===== src/rtl/ahb_bm_input_hold_stage_if.sv =====
`default_nettype none
// ============================================================================
// Module      : ahb_bm_input_hold_stage_if
// Description : Master-side AHB and decoder-side signals of the bus-matrix
//               input hold stage, bundled with master/slave views.
// Revision    : 1.0 - initial release
// ============================================================================
interface ahb_bm_input_hold_stage_if #(
    parameter int ADDR_WIDTH  = 32,
    parameter int AUSER_WIDTH = 32
);
    // Master side
    logic                   HSELS;
    logic [ADDR_WIDTH-1:0]  HADDRS;
    logic [1:0]             HTRANSS;
    logic                   HWRITES;
    logic [2:0]             HSIZES;
    logic [2:0]             HBURSTS;
    logic [3:0]             HPROTS;
    logic                   HMASTLOCKS;
    logic [AUSER_WIDTH-1:0] HAUSERS;
    logic                   HREADYS;
    logic                   HREADYOUTS;
    logic [1:0]             HRESPS;

    // Decoder / output-stage side
    logic                   active_in;
    logic                   readyout_in;
    logic [1:0]             resp_in;
    logic                   sel_in;
    logic [ADDR_WIDTH-1:0]  addr_in;
    logic [1:0]             trans_in;
    logic                   write_in;
    logic [2:0]             size_in;
    logic [2:0]             burst_in;
    logic [3:0]             prot_in;
    logic                   mastlock_in;
    logic [AUSER_WIDTH-1:0] auser_in;

    // View of the hold stage itself
    modport slave (
        input  HSELS, HADDRS, HTRANSS, HWRITES, HSIZES, HBURSTS, HPROTS,
               HMASTLOCKS, HAUSERS, HREADYS, active_in, readyout_in, resp_in,
        output HREADYOUTS, HRESPS, sel_in, addr_in, trans_in, write_in,
               size_in, burst_in, prot_in, mastlock_in, auser_in
    );

    // View of whatever drives the stage (master plus decoder model)
    modport master (
        output HSELS, HADDRS, HTRANSS, HWRITES, HSIZES, HBURSTS, HPROTS,
               HMASTLOCKS, HAUSERS, HREADYS, active_in, readyout_in, resp_in,
        input  HREADYOUTS, HRESPS, sel_in, addr_in, trans_in, write_in,
               size_in, burst_in, prot_in, mastlock_in, auser_in
    );
endinterface
`default_nettype wire


===== src/rtl/ahb_bm_input_hold_stage.sv =====
`default_nettype none
// ============================================================================
// Module      : ahb_bm_input_hold_stage
// Description : Bus-matrix slave-interface input stage. Captures an address
//               phase the output stage cannot accept, stalls the master and
//               replays the transfer once granted; otherwise pass-through.
// Revision    : 1.0 - initial release
// ============================================================================
module ahb_bm_input_hold_stage #(
    parameter int ADDR_WIDTH  = 32,
    parameter int AUSER_WIDTH = 32
) (
    input  wire                              HCLK,
    input  wire                              HRESET,
    ahb_bm_input_hold_stage_if.slave         bus
);

    localparam logic [0:0] c_ST_IDLE = 1'b0;
    localparam logic [0:0] c_ST_HOLD = 1'b1;

    logic [0:0]             r_state;
    logic [0:0]             w_state_nxt;
    logic                   w_load;
    logic                   w_live_vld;
    logic                   w_hold_vld;

    logic                   r_hold_sel;
    logic [ADDR_WIDTH-1:0]  r_hold_addr;
    logic [1:0]             r_hold_trans;
    logic                   r_hold_write;
    logic [2:0]             r_hold_size;
    logic [2:0]             r_hold_burst;
    logic [3:0]             r_hold_prot;
    logic                   r_hold_mastlock;
    logic [AUSER_WIDTH-1:0] r_hold_auser;

    assign w_live_vld = bus.HSELS & bus.HTRANSS[1];
    assign w_hold_vld = (r_state == c_ST_HOLD);

    always_ff @(posedge HCLK or posedge HRESET) begin
        if (HRESET) begin
            r_state <= c_ST_IDLE;
        end else begin
            r_state <= w_state_nxt;
        end
    end

    // Load is only possible from IDLE, so a stray HREADYS during HOLD is ignored
    always_comb begin
        w_state_nxt = r_state;
        w_load      = 1'b0;
        case (r_state)
            c_ST_IDLE: begin
                if (bus.HREADYS && w_live_vld && !bus.active_in) begin
                    w_load      = 1'b1;
                    w_state_nxt = c_ST_HOLD;
                end
            end
            c_ST_HOLD: begin
                if (bus.active_in && bus.readyout_in) begin
                    w_state_nxt = c_ST_IDLE;
                end
            end
            default: begin
                w_state_nxt = c_ST_IDLE;
            end
        endcase
    end

    always_ff @(posedge HCLK or posedge HRESET) begin
        if (HRESET) begin
            r_hold_sel      <= 1'b0;
            r_hold_addr     <= '0;
            r_hold_trans    <= 2'b00;
            r_hold_write    <= 1'b0;
            r_hold_size     <= 3'b000;
            r_hold_burst    <= 3'b000;
            r_hold_prot     <= 4'b0000;
            r_hold_mastlock <= 1'b0;
            r_hold_auser    <= '0;
        end else if (w_load) begin
            r_hold_sel      <= bus.HSELS;
            r_hold_addr     <= bus.HADDRS;
            r_hold_trans    <= bus.HTRANSS;
            r_hold_write    <= bus.HWRITES;
            r_hold_size     <= bus.HSIZES;
            r_hold_burst    <= bus.HBURSTS;
            r_hold_prot     <= bus.HPROTS;
            r_hold_mastlock <= bus.HMASTLOCKS;
            r_hold_auser    <= bus.HAUSERS;
        end
    end

    // Decoder-facing address phase: held copy while stalled, live otherwise
    assign bus.sel_in      = w_hold_vld ? 1'b1            : bus.HSELS;
    assign bus.trans_in    = w_hold_vld ? (r_hold_sel ? r_hold_trans : 2'b00)
                                        : (bus.HSELS  ? bus.HTRANSS  : 2'b00);
    assign bus.addr_in     = w_hold_vld ? r_hold_addr     : bus.HADDRS;
    assign bus.write_in    = w_hold_vld ? r_hold_write    : bus.HWRITES;
    assign bus.size_in     = w_hold_vld ? r_hold_size     : bus.HSIZES;
    assign bus.burst_in    = w_hold_vld ? r_hold_burst    : bus.HBURSTS;
    assign bus.prot_in     = w_hold_vld ? r_hold_prot     : bus.HPROTS;
    assign bus.mastlock_in = w_hold_vld ? r_hold_mastlock : bus.HMASTLOCKS;
    assign bus.auser_in    = w_hold_vld ? r_hold_auser    : bus.HAUSERS;

    // Master-facing response: stall with OKAY while a transfer is parked here
    assign bus.HREADYOUTS  = w_hold_vld ? 1'b0  : bus.readyout_in;
    assign bus.HRESPS      = w_hold_vld ? 2'b00 : bus.resp_in;

endmodule
`default_nettype wire


===== src/flat_wrapper.sv =====
// flat-port wrapper written by rule: the top's interface ports become plain ports
module ahb_bm_input_hold_stage_flat 
#(
    parameter int ADDR_WIDTH  = 32,
    parameter int AUSER_WIDTH = 32
)
  (HCLK, HRESET, bus_HSELS, bus_HADDRS, bus_HTRANSS, bus_HWRITES, bus_HSIZES, bus_HBURSTS, bus_HPROTS, bus_HMASTLOCKS, bus_HAUSERS, bus_HREADYS, bus_active_in, bus_readyout_in, bus_resp_in, bus_HREADYOUTS, bus_HRESPS, bus_sel_in, bus_addr_in, bus_trans_in, bus_write_in, bus_size_in, bus_burst_in, bus_prot_in, bus_mastlock_in, bus_auser_in);
  ahb_bm_input_hold_stage_if #(.ADDR_WIDTH(ADDR_WIDTH), .AUSER_WIDTH(AUSER_WIDTH)) bus_i ();
  input  wire HCLK;
  input  wire HRESET;
  input wire logic [$bits(bus_i.HSELS)-1:0] bus_HSELS;
  input wire logic [$bits(bus_i.HADDRS)-1:0] bus_HADDRS;
  input wire logic [$bits(bus_i.HTRANSS)-1:0] bus_HTRANSS;
  input wire logic [$bits(bus_i.HWRITES)-1:0] bus_HWRITES;
  input wire logic [$bits(bus_i.HSIZES)-1:0] bus_HSIZES;
  input wire logic [$bits(bus_i.HBURSTS)-1:0] bus_HBURSTS;
  input wire logic [$bits(bus_i.HPROTS)-1:0] bus_HPROTS;
  input wire logic [$bits(bus_i.HMASTLOCKS)-1:0] bus_HMASTLOCKS;
  input wire logic [$bits(bus_i.HAUSERS)-1:0] bus_HAUSERS;
  input wire logic [$bits(bus_i.HREADYS)-1:0] bus_HREADYS;
  input wire logic [$bits(bus_i.active_in)-1:0] bus_active_in;
  input wire logic [$bits(bus_i.readyout_in)-1:0] bus_readyout_in;
  input wire logic [$bits(bus_i.resp_in)-1:0] bus_resp_in;
  output wire logic [$bits(bus_i.HREADYOUTS)-1:0] bus_HREADYOUTS;
  output wire logic [$bits(bus_i.HRESPS)-1:0] bus_HRESPS;
  output wire logic [$bits(bus_i.sel_in)-1:0] bus_sel_in;
  output wire logic [$bits(bus_i.addr_in)-1:0] bus_addr_in;
  output wire logic [$bits(bus_i.trans_in)-1:0] bus_trans_in;
  output wire logic [$bits(bus_i.write_in)-1:0] bus_write_in;
  output wire logic [$bits(bus_i.size_in)-1:0] bus_size_in;
  output wire logic [$bits(bus_i.burst_in)-1:0] bus_burst_in;
  output wire logic [$bits(bus_i.prot_in)-1:0] bus_prot_in;
  output wire logic [$bits(bus_i.mastlock_in)-1:0] bus_mastlock_in;
  output wire logic [$bits(bus_i.auser_in)-1:0] bus_auser_in;
  assign bus_i.HSELS = bus_HSELS;
  assign bus_i.HADDRS = bus_HADDRS;
  assign bus_i.HTRANSS = bus_HTRANSS;
  assign bus_i.HWRITES = bus_HWRITES;
  assign bus_i.HSIZES = bus_HSIZES;
  assign bus_i.HBURSTS = bus_HBURSTS;
  assign bus_i.HPROTS = bus_HPROTS;
  assign bus_i.HMASTLOCKS = bus_HMASTLOCKS;
  assign bus_i.HAUSERS = bus_HAUSERS;
  assign bus_i.HREADYS = bus_HREADYS;
  assign bus_i.active_in = bus_active_in;
  assign bus_i.readyout_in = bus_readyout_in;
  assign bus_i.resp_in = bus_resp_in;
  assign bus_HREADYOUTS = bus_i.HREADYOUTS;
  assign bus_HRESPS = bus_i.HRESPS;
  assign bus_sel_in = bus_i.sel_in;
  assign bus_addr_in = bus_i.addr_in;
  assign bus_trans_in = bus_i.trans_in;
  assign bus_write_in = bus_i.write_in;
  assign bus_size_in = bus_i.size_in;
  assign bus_burst_in = bus_i.burst_in;
  assign bus_prot_in = bus_i.prot_in;
  assign bus_mastlock_in = bus_i.mastlock_in;
  assign bus_auser_in = bus_i.auser_in;
  ahb_bm_input_hold_stage #(.ADDR_WIDTH(ADDR_WIDTH), .AUSER_WIDTH(AUSER_WIDTH)) u_core (.HCLK(HCLK), .HRESET(HRESET), .bus(bus_i));
endmodule

===== config.mk =====
export PLATFORM = sky130hd
export DESIGN_NAME = ahb_bm_input_hold_stage_flat
export DESIGN_NICKNAME = d
export VERILOG_FILES = /design/src/rtl/ahb_bm_input_hold_stage_if.sv /design/src/rtl/ahb_bm_input_hold_stage.sv /design/src/flat_wrapper.sv
export SDC_FILE = /design/constraint.sdc
export NUM_CORES = 1
export LEC_CHECK = 0
export CAP_MARGIN = 20
export CELL_PAD_IN_SITES_DETAIL_PLACEMENT = 1
export CELL_PAD_IN_SITES_GLOBAL_PLACEMENT = 2
export CORE_AREA = 2 2 121 123
export CTS_BUF_LIST = sky130_fd_sc_hd__clkbuf_8 sky130_fd_sc_hd__clkbuf_16
export CTS_CLUSTER_DIAMETER = 100
export CTS_CLUSTER_SIZE = 30
export DETAILED_ROUTE_END_ITERATION = 6
export DIE_AREA = 0 0 123 125
export PLACE_DENSITY = 0.81
export SYNTH_ARGS = -nofsm -noshare
export SYNTH_HDL_FRONTEND = slang
export SYNTH_SLANG_ARGS = --single-unit
export TNS_END_PERCENT = 50

===== constraint.sdc =====
create_clock -name HCLK -period 5.9 [get_ports HCLK]
set_clock_uncertainty 0.1 [all_clocks]
set_input_delay 1.18 -clock HCLK [delete_from_list [all_inputs] [get_ports HCLK]]
set_output_delay 1.18 -clock HCLK [all_outputs]
set_load 0.02 [all_outputs]

# After elaboration in Yosys (flattened, before gate mapping)
# Index checks and enable logic that the tools add are counted.
# totals
regBits,80
# op_classes
n_reduce_logical,4
n_mux,17
bitwise_logic,2
# op_table
operator,n
32-bit 2-to-1 mux,2
2-bit 2-to-1 mux,4
1-bit 2-to-1 mux,7
3-bit 2-to-1 mux,2
4-bit 2-to-1 mux,1
1-bit logical AND,3
1-bit one-hot mux with 2 select lines,1
1-bit AND,1
1-bit logical NOT,1
1-bit inverter,1

# Logic depth before layout (Yosys ltp)
# logic_depth
word_depth,5
depth_mapped,5

# Worst setup path after synthesis
# Ideal clock, no wire load.
# synth_timing
path_type,in2out
from,input port bus_HTRANSS[1]
to,output port bus_trans_in[1]
cell_stages,2
arrival_ns,1.702
t_required_ns,4.620
path_slack_ns,2.918
cell_sequence,nand2_1 -> o21ai_0
# synth_via
elab_chain_len,2
# synth_lines
element,line,source
"start, declared",flat_wrapper.sv:13,input wire logic [$bits(bus_i.HTRANSS)-1:0] bus_HTRANSS;
2-bit 2-to-1 mux,ahb_bm_input_hold_stage.sv:97,: (bus.HSELS ? bus.HTRANSS : 2'b00);
2-bit 2-to-1 mux,ahb_bm_input_hold_stage.sv:96,assign bus.trans_in = w_hold_vld ? (r_hold_sel ? r_hold_trans : 2'b00)
"end, declared",flat_wrapper.sv:28,output wire logic [$bits(bus_i.trans_in)-1:0] bus_trans_in;
# Every way passes these cells.

# Worst setup path after layout
# layout_timing
from,input port bus_HTRANSS[0]
to,output port bus_trans_in[0]
# Same word-level chain as after synthesis.

==> metrics.cfg <==
[outcome]
status=finished clean

[timing]
finalSetupViolCount=0
whs_ps=383
fin_crit_sh_pct=64.6
drv_slew=0
rsz0062_at_grt=false
fin_crit_ps=3810
finalSetupTns_ps=0
tightest_slew_ps=519
hold_violations=0
fmax_mhz=262
max-slew-margin-rel_pct=65.4

[routing]
dr_wl_met2_um=4930
m1WireLength_um=4460
via_per_inst=4.50
vias=2796
drt-total-wl_um=10500
first_pass_iters=4
drc_errors=0
wl_per_cell_um=16.9
met3_length_um=1030
ant_nets=0
drtIter0Drc=62
top_layer=met4

[global_routing]
grt_overflow=0
grt_start_max_net_pins=87
grt_pass1_wl_um=17000
antenna_found_initial=0
first_global_vias=3217
grt_usage_pct=14.2

[floorplanning]
row_count=44
core_area_mm2=0.0142
die_area_mm2=0.0154
die_w_um=123
start_util_pct=29.9
ios=168
fp.dieH_um=125

[cts]
clock-root-buffer=clkbuf_16
path_clk_slew_ps=60
ctsLongestPathBuffers=2
cts_hold_buffers=0
postCtsSetupBuffers=0
cts_tree=yes
clkLatencyLatePin_ps=320
h-tree-depth=3
cts_made_buffers=9
postCtsResizedCells=0
numClockSinks=80

[min_path]
hold_path_end=u_core.r_hold_trans[1]
worstHoldPathCells=1
min_path_type=flip-flop to flip-flop
hold_start=u_core.r_hold_trans[1]

[worst_setup_path]
reg2reg_depth=5
path_class=primary input to output port
r2r_start=u_core.r_state
worstPathArrival_ps=2530
endpoint_kind=output port
reg2reg_to=u_core.r_hold_auser[14]
critPathMaxFanout=2
reg2reg_slack_ps=2930
critPathRequiredTime_ps=4620
worstSetupStartpointType=primary input

[yosys]
synth.distinct_cells=15
yosys_warnings=0
synth_nets=355
mappedNetlistArea_mm2=0.00424
yosysTopAreaCellShare_pct=47.2
yosys-top-cells-area=dfrtp_1 (47%), mux2_4 (27%), mux2_2 (20%), buf_6 (2.1%), clkbuf_1 (0.53%)
synth-seq-cells=80
syn_area_per_cell_um2=15.8
seq_area_frac_synth_pct=47.2
synth_area_leader_cell=dfrtp_1
synthCells=269

[power_and_ir_drop]
peakVddDrop_mv=0.120
finalPower_uw=1910
leakagePower_uw=0.00284
powerDensity_mw_per_mm2=299

[finish]
antenna_cells=0
area_growth_pct=50.9
fillers=1465
nets=519
drive_gt1_share_pct=40.6

[placed_design]
hpwlAfterDp_um=7020
place.gp.congestion=0.673
portBuffers=167

[job]
max_cap_violations=0

power breakdown:
part	internal, uW	switching (uW)
Combinational	395	225
Sequential	667	70.6
Clock	328	227
Total	1390	522
worst max path at each step:
stage,from,endpoint,cells after the start
floorplan,HRESET,u_core.r_hold_addr[0],1
global placement,bus_active_in,u_core.r_hold_auser[8],4
detailed placement,bus_active_in,u_core.r_hold_auser[14],4
CTS,u_core.r_state,bus_trans_in[1],3
global route,bus_HTRANSS[0],bus_trans_in[0],4
finish,bus_HTRANSS[0],bus_trans_in[0],4
routing by layer:
| layer | global-route usage, % | up-vias |
|---|---|---|
| met3 | 6.02 | 6 |
| li1 | - | 1295 |
| met1 | 17.4 | 1398 |
| met2 | 22.9 | 97 |
| met5 | 0 | - |
| met4 | 3.68 | 0 |
worst max-delay path, stage by stage:
cell	delay, ps
clkdlybuf4s50_1	510
nand2_1	60
o21ai_0	150
clkdlybuf4s50_1	630
final cells by class:
class | instances | area [um^2] | share of cell area (%)
well taps | 184 | 230 | 3.60
repair buffers | 172 | 1760 | 27.5
clock inverters | 7 | 72.6 | 1.13
multi-input cells | 169 | 2100 | 32.8
flip-flops and latches | 80 | 2010 | 31.3
clock buffers | 9 | 225 | 3.52
inverters | 1 | 5.00 | 0.0782
synth_stat cells:
library cell / number
buf_4: 1
mux2_2: 76
or2_2: 1
mux2_4: 77
nand3_1: 2
buf_2: 4
nor2b_1: 3
dfrtp_1: 80
or4b_1: 1
o21ai_0: 2
clkbuf_1: 6
buf_6: 8
nand2_1: 5
inv_1: 1
nand2b_1: 2
logic make-up after synthesis:
logic type	Yosys count	synth area share, %
mux	153	47.4
simple gates	14	1.80
flops	80	47.2
compound gates	2	0.236
buf+inv	20	3.39
per-stage QoR:
step | cells | worst slack (ps) | instance area [um^2] | utilization [%]
3_5_place_dp | 603 | 2010 | 6030 | 42.5
4_1_cts | 619 | 2020 | 6330 | 44.5
5_1_grt | 622 | 1980 | 6400 | 45.1
3_3_place_gp | 603 | 2050 | 6030 | 42.5
6_report | 622 | 2090 | 6400 | 45.1
2_1_floorplan | 269 | 2570 | 4240 | -
registers in the layout, summed over array words and instances (netlist names):
register and cells:
u_core.r_hold_addr 32, u_core.r_hold_burst 3, u_core.r_hold_size 3, u_core.r_state 1
u_core.r_hold_mastlock 1, u_core.r_hold_sel 1, u_core.r_hold_write 1, u_core.r_hold_prot 4
u_core.r_hold_trans 2, u_core.r_hold_auser 32
cell usage in the layout, fill, tap and decap left out, types with 3 or more instances in the layout:
master,count
mux2_4,77
clkinv_2,3
clkdlybuf4s50_1,167
dfrtp_1,79
nand2_1,5
nor2b_1,3
mux2_2,76
clkbuf_16,9
Note: power is estimated with default switching activity, not from simulation.
